## src/rtl/wb_dual_master_arbiter.sv

```systemverilog
// wb_dual_master_arbiter
// Two-master, one-slave Wishbone arbiter placed in front of rapcore_caravel.
//   m0 : Caravel management SoC
//   m1 : logic-analyzer bridged bring-up master
// Round-robin arbitration. The grant is held for a whole bus cycle (while the
// owner keeps cyc high). Every hand-over passes through one IDLE cycle.
//
// Optional feature, macro WB_ARB_TIMEOUT_EN:
//   defined   - a stall counter aborts a strobe that goes unacknowledged for
//               TIMEOUT_CYCLES cycles. The owner gets a one-cycle err pulse.
//   undefined - no counter is built, m*_err_o are tied low, and a hung slave
//               keeps the grant.
module wb_dual_master_arbiter #(
   parameter int AW             = 32,
   parameter int DW             = 32,
   parameter int TIMEOUT_CYCLES = 255
) (
   input  logic            wb_clk_i,
   input  logic            wb_rstn_i,
   // master 0
   input  logic            m0_cyc_i,
   input  logic            m0_stb_i,
   input  logic            m0_we_i,
   input  logic [DW/8-1:0] m0_sel_i,
   input  logic [AW-1:0]   m0_adr_i,
   input  logic [DW-1:0]   m0_dat_i,
   output logic            m0_ack_o,
   output logic            m0_err_o,
   output logic [DW-1:0]   m0_dat_o,
   // master 1
   input  logic            m1_cyc_i,
   input  logic            m1_stb_i,
   input  logic            m1_we_i,
   input  logic [DW/8-1:0] m1_sel_i,
   input  logic [AW-1:0]   m1_adr_i,
   input  logic [DW-1:0]   m1_dat_i,
   output logic            m1_ack_o,
   output logic            m1_err_o,
   output logic [DW-1:0]   m1_dat_o,
   // slave
   output logic            s_cyc_o,
   output logic            s_stb_o,
   output logic            s_we_o,
   output logic [DW/8-1:0] s_sel_o,
   output logic [AW-1:0]   s_adr_o,
   output logic [DW-1:0]   s_dat_o,
   input  logic            s_ack_i,
   input  logic [DW-1:0]   s_dat_i,
   // current owner, one-hot
   output logic [1:0]      grant_o
);

   localparam int SW = DW / 8;

   // The state encoding is the one-hot grant itself, so grant_o can never
   // disagree with the FSM.
   localparam logic [1:0] IDLE = 2'b00;
   localparam logic [1:0] OWN0 = 2'b01;
   localparam logic [1:0] OWN1 = 2'b10;

   generate
      if (TIMEOUT_CYCLES < 2 || TIMEOUT_CYCLES > 65535) begin : g_bad_timeout
         $error("wb_dual_master_arbiter: TIMEOUT_CYCLES must be in 2..65535");
      end
   endgenerate

   // Request fields of one master, bundled so the slave-side mux is one line.
   typedef struct packed {
      logic          cyc;
      logic          stb;
      logic          we;
      logic [SW-1:0] sel;
      logic [AW-1:0] adr;
      logic [DW-1:0] dat;
   } wb_req_t;

   wb_req_t    req0_bus;
   wb_req_t    req1_bus;
   wb_req_t    own_bus;

   logic [1:0] state;
   logic [1:0] state_nxt;
   logic       last_owner;      // 0 = m0 held the bus last, 1 = m1
   logic       last_owner_nxt;
   logic       req0;
   logic       req1;
   logic       timeout_hit;     // current strobe is being aborted this cycle

   assign req0_bus = '{cyc: m0_cyc_i, stb: m0_stb_i, we: m0_we_i,
                       sel: m0_sel_i, adr: m0_adr_i, dat: m0_dat_i};
   assign req1_bus = '{cyc: m1_cyc_i, stb: m1_stb_i, we: m1_we_i,
                       sel: m1_sel_i, adr: m1_adr_i, dat: m1_dat_i};

   assign req0 = m0_cyc_i & m0_stb_i;
   assign req1 = m1_cyc_i & m1_stb_i;

`ifdef WB_ARB_TIMEOUT_EN
   localparam int TW = $clog2(TIMEOUT_CYCLES + 1);

   logic [TW-1:0] stall_cnt;

   // Abort fires on the last stalled cycle; an ack arriving in that same
   // cycle takes precedence.
   assign timeout_hit = (state != IDLE) && !s_ack_i &&
                        (stall_cnt == TW'(TIMEOUT_CYCLES - 1));

   // Count consecutive unacknowledged strobe cycles of the current owner.
   always_ff @(posedge wb_clk_i) begin
      if (!wb_rstn_i) begin
         stall_cnt <= '0;
      end else if (s_ack_i || (state_nxt != state)) begin
         stall_cnt <= '0;
      end else if ((state != IDLE) && own_bus.stb) begin
         stall_cnt <= stall_cnt + TW'(1);
      end
   end
`else
   assign timeout_hit = 1'b0;
`endif

   // Next owner: round-robin on ties, locked while the owner holds cyc.
   always_comb begin
      state_nxt      = state;
      last_owner_nxt = last_owner;
      case (state)
         IDLE: begin
            if (req0 && req1) begin
               state_nxt = last_owner ? OWN0 : OWN1;
            end else if (req0) begin
               state_nxt = OWN0;
            end else if (req1) begin
               state_nxt = OWN1;
            end
         end
         OWN0: begin
            if (!m0_cyc_i || timeout_hit) begin
               state_nxt      = IDLE;
               last_owner_nxt = 1'b0;
            end
         end
         OWN1: begin
            if (!m1_cyc_i || timeout_hit) begin
               state_nxt      = IDLE;
               last_owner_nxt = 1'b1;
            end
         end
         default: begin
            state_nxt = IDLE;
         end
      endcase
   end

   // Owner and fairness history registers.
   always_ff @(posedge wb_clk_i) begin
      if (!wb_rstn_i) begin
         state      <= IDLE;
         last_owner <= 1'b1;   // m0 wins the first tie after reset
      end else begin
         state      <= state_nxt;
         last_owner <= last_owner_nxt;
      end
   end

   // Select the owner's request; IDLE presents an all-zero bus.
   always_comb begin
      own_bus = '0;
      case (state)
         OWN0:    own_bus = req0_bus;
         OWN1:    own_bus = req1_bus;
         default: own_bus = '0;
      endcase
   end

   // Slave side follows the owner; an aborting strobe is withdrawn at once.
   always_comb begin
      s_cyc_o = own_bus.cyc & ~timeout_hit;
      s_stb_o = own_bus.stb & ~timeout_hit;
      s_we_o  = own_bus.we;
      s_sel_o = own_bus.sel;
      s_adr_o = own_bus.adr;
      s_dat_o = own_bus.dat;
   end

   // Master side: only the owner sees responses, stray acks in IDLE are dropped.
   always_comb begin
      m0_ack_o = 1'b0;
      m0_err_o = 1'b0;
      m0_dat_o = '0;
      m1_ack_o = 1'b0;
      m1_err_o = 1'b0;
      m1_dat_o = '0;
      if (state == OWN0) begin
         m0_ack_o = s_ack_i & m0_stb_i;
         m0_err_o = timeout_hit;
         m0_dat_o = s_dat_i;
      end else if (state == OWN1) begin
         m1_ack_o = s_ack_i & m1_stb_i;
         m1_err_o = timeout_hit;
         m1_dat_o = s_dat_i;
      end
   end

   assign grant_o = state;

endmodule

```

## config.mk

```make
export PLATFORM = sky130hd
export DESIGN_NAME = wb_dual_master_arbiter
export DESIGN_NICKNAME = d
export VERILOG_FILES = /design/src/rtl/wb_dual_master_arbiter.sv
export SDC_FILE = /design/constraint.sdc
export NUM_CORES = 1
export LEC_CHECK = 0
export CAP_MARGIN = 20
export CORE_AREA = 2 2 122 124
export CTS_CLUSTER_SIZE = 10
export DETAILED_ROUTE_END_ITERATION = 8
export DIE_AREA = 0 0 124 126
export SLEW_MARGIN = 20
export SYNTH_ARGS = -nofsm -noshare
export SYNTH_HDL_FRONTEND = slang
export SYNTH_SLANG_ARGS = --single-unit
```

## constraint.sdc

```tcl
create_clock -name wb_clk_i -period 1.6 [get_ports wb_clk_i]
set_input_delay 0.16 -clock wb_clk_i [delete_from_list [all_inputs] [get_ports wb_clk_i]]
set_output_delay 0.16 -clock wb_clk_i [all_outputs]
set_load 0.005 [all_outputs]
```

=== Word-level counts from Yosys, hierarchy flattened ===
Index checks and enable logic that the tools add are counted.

* Input port bits: 177
* Flip-flop bits (word level): 3
* Output and inout port bits: 141
* Word-level logic and storage cells: 33

* Mux-type cells: 17
* Eq/ne operators: 5
* Bitwise gates (word level): 4
* Reductions and logical operators: 5

{| class="wikitable"
|+ Operator list
! cell !! number
|-
| 71-bit one-hot mux with 2 select lines || 1
|-
| 32-bit two-way mux || 3
|-
| 2-bit two-way mux || 6
|-
| 2-bit one-hot mux with 3 select lines || 1
|-
| 3-bit AND reduction || 2
|-
| 1-bit two-way mux || 5
|-
| 1-bit bitwise AND || 4
|-
| 2-bit inequality test (second input constant) || 2
|-
| 4-bit inequality test (second input constant) || 1
|-
| 2-bit by 1-bit equality test with 1-bit output (second input constant) || 1
|-
| 2-bit equality test (second input constant) || 1
|-
| 2-bit logical NOT || 1
|-
| 1-bit one-hot mux with 2 select lines || 1
|-
| 2-bit nonzero test || 1
|-
| 1-bit logical AND || 1
|}

=== Depth between registers and ports, before layout ===
* Depth in word-level cells: 5
* Depth in mapped cells: 7
* Depth with buffers taken out: 5

=== Worst setup path before layout ===
Ideal clock, no wire load.

* Path type: reg2out
* From: register state[1], in the netlist grant_o[1]
* To: output m1_dat_o[10]
* Data arrival time: 1.313 ns
* Cell stages (with the launch flop): 7
* Path buffers: 2
* Required time: 1.440 ns
* Setup slack: 0.127 ns
* Path through: dfxtp_1 > inv_1 > ha_1 > buf_2 > and2b_2 > clkbuf_1 > and2_1

* Word-level cells in the longest chain between the ends: 3
* Elaborated cells on any way between the ends: 4
* Classes of those cells: eq/ne (2); mux (2)

{| class="wikitable"
|+ RTL lines
! element !! RTL line !! RTL
|-
| start, declared || 81 || <nowiki>logic [1:0] state;</nowiki>
|-
| start signal, assigned || 159 || <nowiki>state <= state_nxt;</nowiki>
|-
| 2-bit equality test || 196 || <nowiki>end else if (state == OWN1) begin</nowiki>
|-
| 32-bit two-way mux || 196 ||
|-
| 32-bit two-way mux (*) || 192 || <nowiki>if (state == OWN0) begin</nowiki>
|-
| end, declared || 39 || <nowiki>output logic [DW-1:0] m1_dat_o,</nowiki>
|}

Every way passes the cells marked *; elsewhere a longest branch is shown, timed or not.

=== Final worst setup path ===
* From: register state[1], in the netlist grant_o[1]
* To: output m1_dat_o[1]

The elaborated chain is that of the path after synthesis.

==> impl_metrics.xml <==
<?xml version="1.0" encoding="UTF-8"?>
<metrics>
  <group name="timing">
    <metric name="rsz0062_at_grt" unit="">yes</metric>
    <metric name="postLayoutSetupSlackWorst" unit="ns">-0.2060</metric>
    <metric name="post-route-min-period" unit="ns">1.806</metric>
    <metric name="fin_skew" unit="ns">0.0003901</metric>
    <metric name="maximum_clock_frequency" unit="GHz">0.5537</metric>
    <metric name="maxSlewViolCount" unit="">0</metric>
    <metric name="timing.final.setup_violations" unit="">123</metric>
    <metric name="report.final.hold_viol_count" unit="">0</metric>
    <metric name="finalCritPeriodShare" unit="%">112.9</metric>
  </group>
  <group name="cells_and_area">
    <metric name="final_design_area_no_fill" unit="mm²">0.006340</metric>
    <metric name="post_route_cells_drive_above_1_share" unit="%">56.63</metric>
    <metric name="syn_to_final_growth" unit="%">302.5</metric>
    <metric name="n_antenna_cell" unit="">0</metric>
    <metric name="design.final.nets" unit="">799</metric>
  </group>
  <group name="synthesis">
    <metric name="ys_seq_area_share" unit="%">3.813</metric>
    <metric name="yosysWarningCount" unit="">0</metric>
    <metric name="postSynthCellCount" unit="">266</metric>
    <metric name="post_synthesis_average_cell_area" unit="µm²">5.922</metric>
    <metric name="synth_seq_cells" unit="">3</metric>
    <metric name="synth-edff-count" unit="">0</metric>
    <metric name="post_synth_most_frequent_cells" unit="">sky130_fd_sc_hd__a22oi_1, sky130_fd_sc_hd__nor2_1, sky130_fd_sc_hd__and2_1</metric>
    <metric name="top_area_cells_in_the_synthesized_netlist" unit="">sky130_fd_sc_hd__a22oi_1, sky130_fd_sc_hd__and2_1, sky130_fd_sc_hd__nor2_1, sky130_fd_sc_hd__clkbuf_1, sky130_fd_sc_hd__dfxtp_1</metric>
    <metric name="synth_cell_types" unit="">24</metric>
    <metric name="share_of_the_synthesized_area_in_the_top_cell_type" unit="%">33.84</metric>
    <metric name="synth-async-reset-ratio" unit="%">0</metric>
    <metric name="netlist.top_cell.by_area" unit="">sky130_fd_sc_hd__a22oi_1</metric>
    <metric name="dominantRegCellSynth" unit="">sky130_fd_sc_hd__dfxtp_1</metric>
    <metric name="synth_area" unit="mm²">0.001575</metric>
  </group>
  <group name="run_status">
    <metric name="outcome" unit="">complete, but fails checks</metric>
    <metric name="violations" unit="">negative setup slack</metric>
  </group>
  <group name="placed_design">
    <metric name="dp.final_hpwl" unit="µm">9830</metric>
    <metric name="pre_cts_slack" unit="ns">-0.3335</metric>
    <metric name="numPortBuffers" unit="">315</metric>
    <metric name="post_dp_cell_area" unit="mm²">0.005077</metric>
    <metric name="globalplace.congestion" unit="">0.8952</metric>
  </group>
  <group name="floorplanning">
    <metric name="num_io_pins" unit="">318</metric>
    <metric name="die_height" unit="µm">126</metric>
    <metric name="die_w" unit="µm">124</metric>
    <metric name="die-area" unit="mm²">0.01562</metric>
    <metric name="row_count" unit="">44</metric>
    <metric name="initial_standard_cell_utilization_of_the_core" unit="%">11.01</metric>
    <metric name="core-area" unit="mm²">0.01431</metric>
  </group>
  <group name="setup_path">
    <metric name="capture_point_of_the_worst_reg_to_reg_path" unit="">grant_o[1]</metric>
    <metric name="worstSetupStartpointType" unit="">register</metric>
    <metric name="timing.critical_path.arrival" unit="ns">1.65</metric>
    <metric name="highest_fanout_seen_on_the_critical_path" unit="">8</metric>
    <metric name="crit_required" unit="ns">1.44</metric>
    <metric name="setup.worst_path.end_class" unit="">primary output</metric>
    <metric name="regToRegSetupSlack" unit="ns">-0.08</metric>
    <metric name="r2r.worst_path.cells" unit="">7</metric>
    <metric name="worstSetupPathType" unit="">register to primary output</metric>
    <metric name="r2r_start" unit="">grant_o[1]</metric>
  </group>
  <group name="min_path">
    <metric name="hold_path.startpoint" unit="">last_owner</metric>
    <metric name="hold_path.class" unit="">register to register</metric>
    <metric name="hold_path_end" unit="">last_owner</metric>
    <metric name="whs_path_depth" unit="">2</metric>
  </group>
  <group name="run">
    <metric name="drv.max_cap_violation_count" unit="">0</metric>
  </group>
  <group name="power">
    <metric name="power.ir.vdd_worst" unit="mV">0.6243</metric>
    <metric name="power_density" unit="mW/mm²">812.8</metric>
    <metric name="p_leak" unit="nW">2.651</metric>
  </group>
  <group name="route">
    <metric name="antenna_violating_nets_post_route" unit="">0</metric>
    <metric name="drt_pre_antenna_iters" unit="">4</metric>
    <metric name="dr_total_vias" unit="">3516</metric>
    <metric name="route.detailed.drc" unit="">0</metric>
    <metric name="drt_iter0_markers" unit="">123</metric>
    <metric name="routedWlPerCell" unit="µm">19.08</metric>
    <metric name="drt-total-wl" unit="µm">15300</metric>
    <metric name="viasPerCell" unit="">4.384</metric>
  </group>
  <group name="grt">
    <metric name="grt_pass1_wl" unit="µm">21240</metric>
    <metric name="first_global_vias" unit="">3572</metric>
    <metric name="largest_net_degree_at_the_start_of_global_routing" unit="">24</metric>
    <metric name="antenna_found_initial" unit="">0</metric>
    <metric name="global_route.usage.total" unit="%">17.91</metric>
    <metric name="gr-total-overflow" unit="">0</metric>
  </group>
  <group name="cts">
    <metric name="cts_bufs_inserted" unit="">3</metric>
    <metric name="clock-sinks" unit="">3</metric>
    <metric name="worst_skew_pair.late_latency" unit="ns">0.22</metric>
    <metric name="clk_root_buffer_cell" unit="">sky130_fd_sc_hd__clkbuf_16</metric>
    <metric name="clock_tree_from_tritoncts" unit="">built</metric>
    <metric name="level_count_of_the_clock_h_tree" unit="">1</metric>
    <metric name="clock_transition_at_the_register_clock_pins_on_the_worst_setup_and_hold_paths_after_cts" unit="ns">0.03</metric>
    <metric name="ctsLongestPathBuffers" unit="">2</metric>
    <metric name="cts_hold_repair.buffers" unit="">0</metric>
  </group>
</metrics>
[per-stage QoR]
step / setup TNS, ns / total power [W] / hold slack [ns] / utilization (%) / std cells
floorplan: 0 / 0.001171 / 0.2318 / - / 267
global placement: -28.98 / 0.002834 / 0.4837 / 35.47 / 753
detailed placement: -32.06 / 0.002874 / 0.4962 / 35.47 / 753
CTS: -16.37 / 0.005122 / 0.5022 / 44.42 / 803
global route: -18.68 / 0.005440 / 0.5277 / 44.29 / 802
finish: -12.79 / 0.005153 / 0.4997 / 44.29 / 802
[worst max-delay path by stage]
stage / to / slack [ns] / startpoint
final: m1_dat_o[1] / -0.21 / grant_o[1]
after global routing: m1_dat_o[5] / -0.24 / grant_o[1]
after CTS: s_dat_o[6] / -0.22 / grant_o[1]
after detailed placement: s_sel_o[0] / -0.33 / grant_o[0]
after global placement: s_sel_o[0] / -0.35 / grant_o[0]
after floorplan: m1_dat_o[10] / 0.13 / grant_o[1]
[cells in the final DEF (no fill, tap or decap), drive strengths merged]
| cell | synthesis | final |
|---|---|---|
| nor2 | 71 | 71 |
| and3 | 2 | 2 |
| bufbuf | 0 | 1 |
| a22o | 1 | 1 |
| and2 | 64 | 64 |
| o21bai | 2 | 2 |
| conb | 1 | 2 |
| a22oi | 71 | 71 |
| nand3 | 2 | 2 |
| nand2 | 5 | 5 |
| o21ai | 1 | 1 |
| ha | 3 | 3 |
| mux2i | 1 | 1 |
| and3b | 1 | 1 |
| dfxtp | 3 | 3 |
| clkbuf | 23 | 26 |
| clkdlybuf4s50 | 0 | 178 |
| a31oi | 1 | 1 |
| buf | 9 | 178 |
| nor4 | 1 | 1 |
| and2b | 1 | 1 |
| inv | 3 | 3 |
[worst max-delay path, stage by stage (launching register included)]
cell and delay (ns):
sky130_fd_sc_hd__dfxtp_4 0.35, sky130_fd_sc_hd__buf_12 0.12, sky130_fd_sc_hd__ha_4 0.21, sky130_fd_sc_hd__and2b_4 0.21, sky130_fd_sc_hd__buf_12 0.13, sky130_fd_sc_hd__buf_16 0.13, sky130_fd_sc_hd__and2_4 0.15, sky130_fd_sc_hd__buf_6 0.10
[timing repair]
item / in CTS / in global routing
resized for setup: 711 / 74
setup buffers: 27 / 5
pin swaps: 75 / 78
endpoints found under the setup margin: 140 / 140
cloned: 22 / 1
[logic make-up after synthesis]
group	Yosys count	synth area share, %
flip-flops	3	3.813
AND/OR/NAND/NOR	147	46.47
AO/OA/AOI/OAI	76	36.70
other	1	0.2381
buffers and inverters	35	9.769
multiplexers	1	0.6355
adder cells (fa/ha/maj)	3	2.383
[routing by layer]
layer	vias up	wire length (µm)	track usage, %
li1	1639	-	-
met1	1703	6211	22.21
met2	160	8048	33.39
met3	14	938	2.582
met4	0	104	1.785
met5	-	0	0
[flip-flops by register name, indices dropped and copies added, names as in the netlist]
signal,count
grant_o,2
last_owner,1
[power by group]
part / internal, W / total, W / switching (W)
Clock: 0.000329 / 0.000398 / 0.0000692
Combinational: 0.00281 / 0.00463 / 0.00182
Sequential: 0.0000998 / 0.000124 / 0.0000238
[cell type report]
cell class                 count  area (µm²)
inverter                       3       21.27
clock buffer                   4       78.83
fill                        1381        7974
multi-input combinational    229        1941
tap                          184       230.2
timing repair buffer         379        4001
sequential                     3       67.56
No activity file was read; power rests on OpenSTA's default activity.
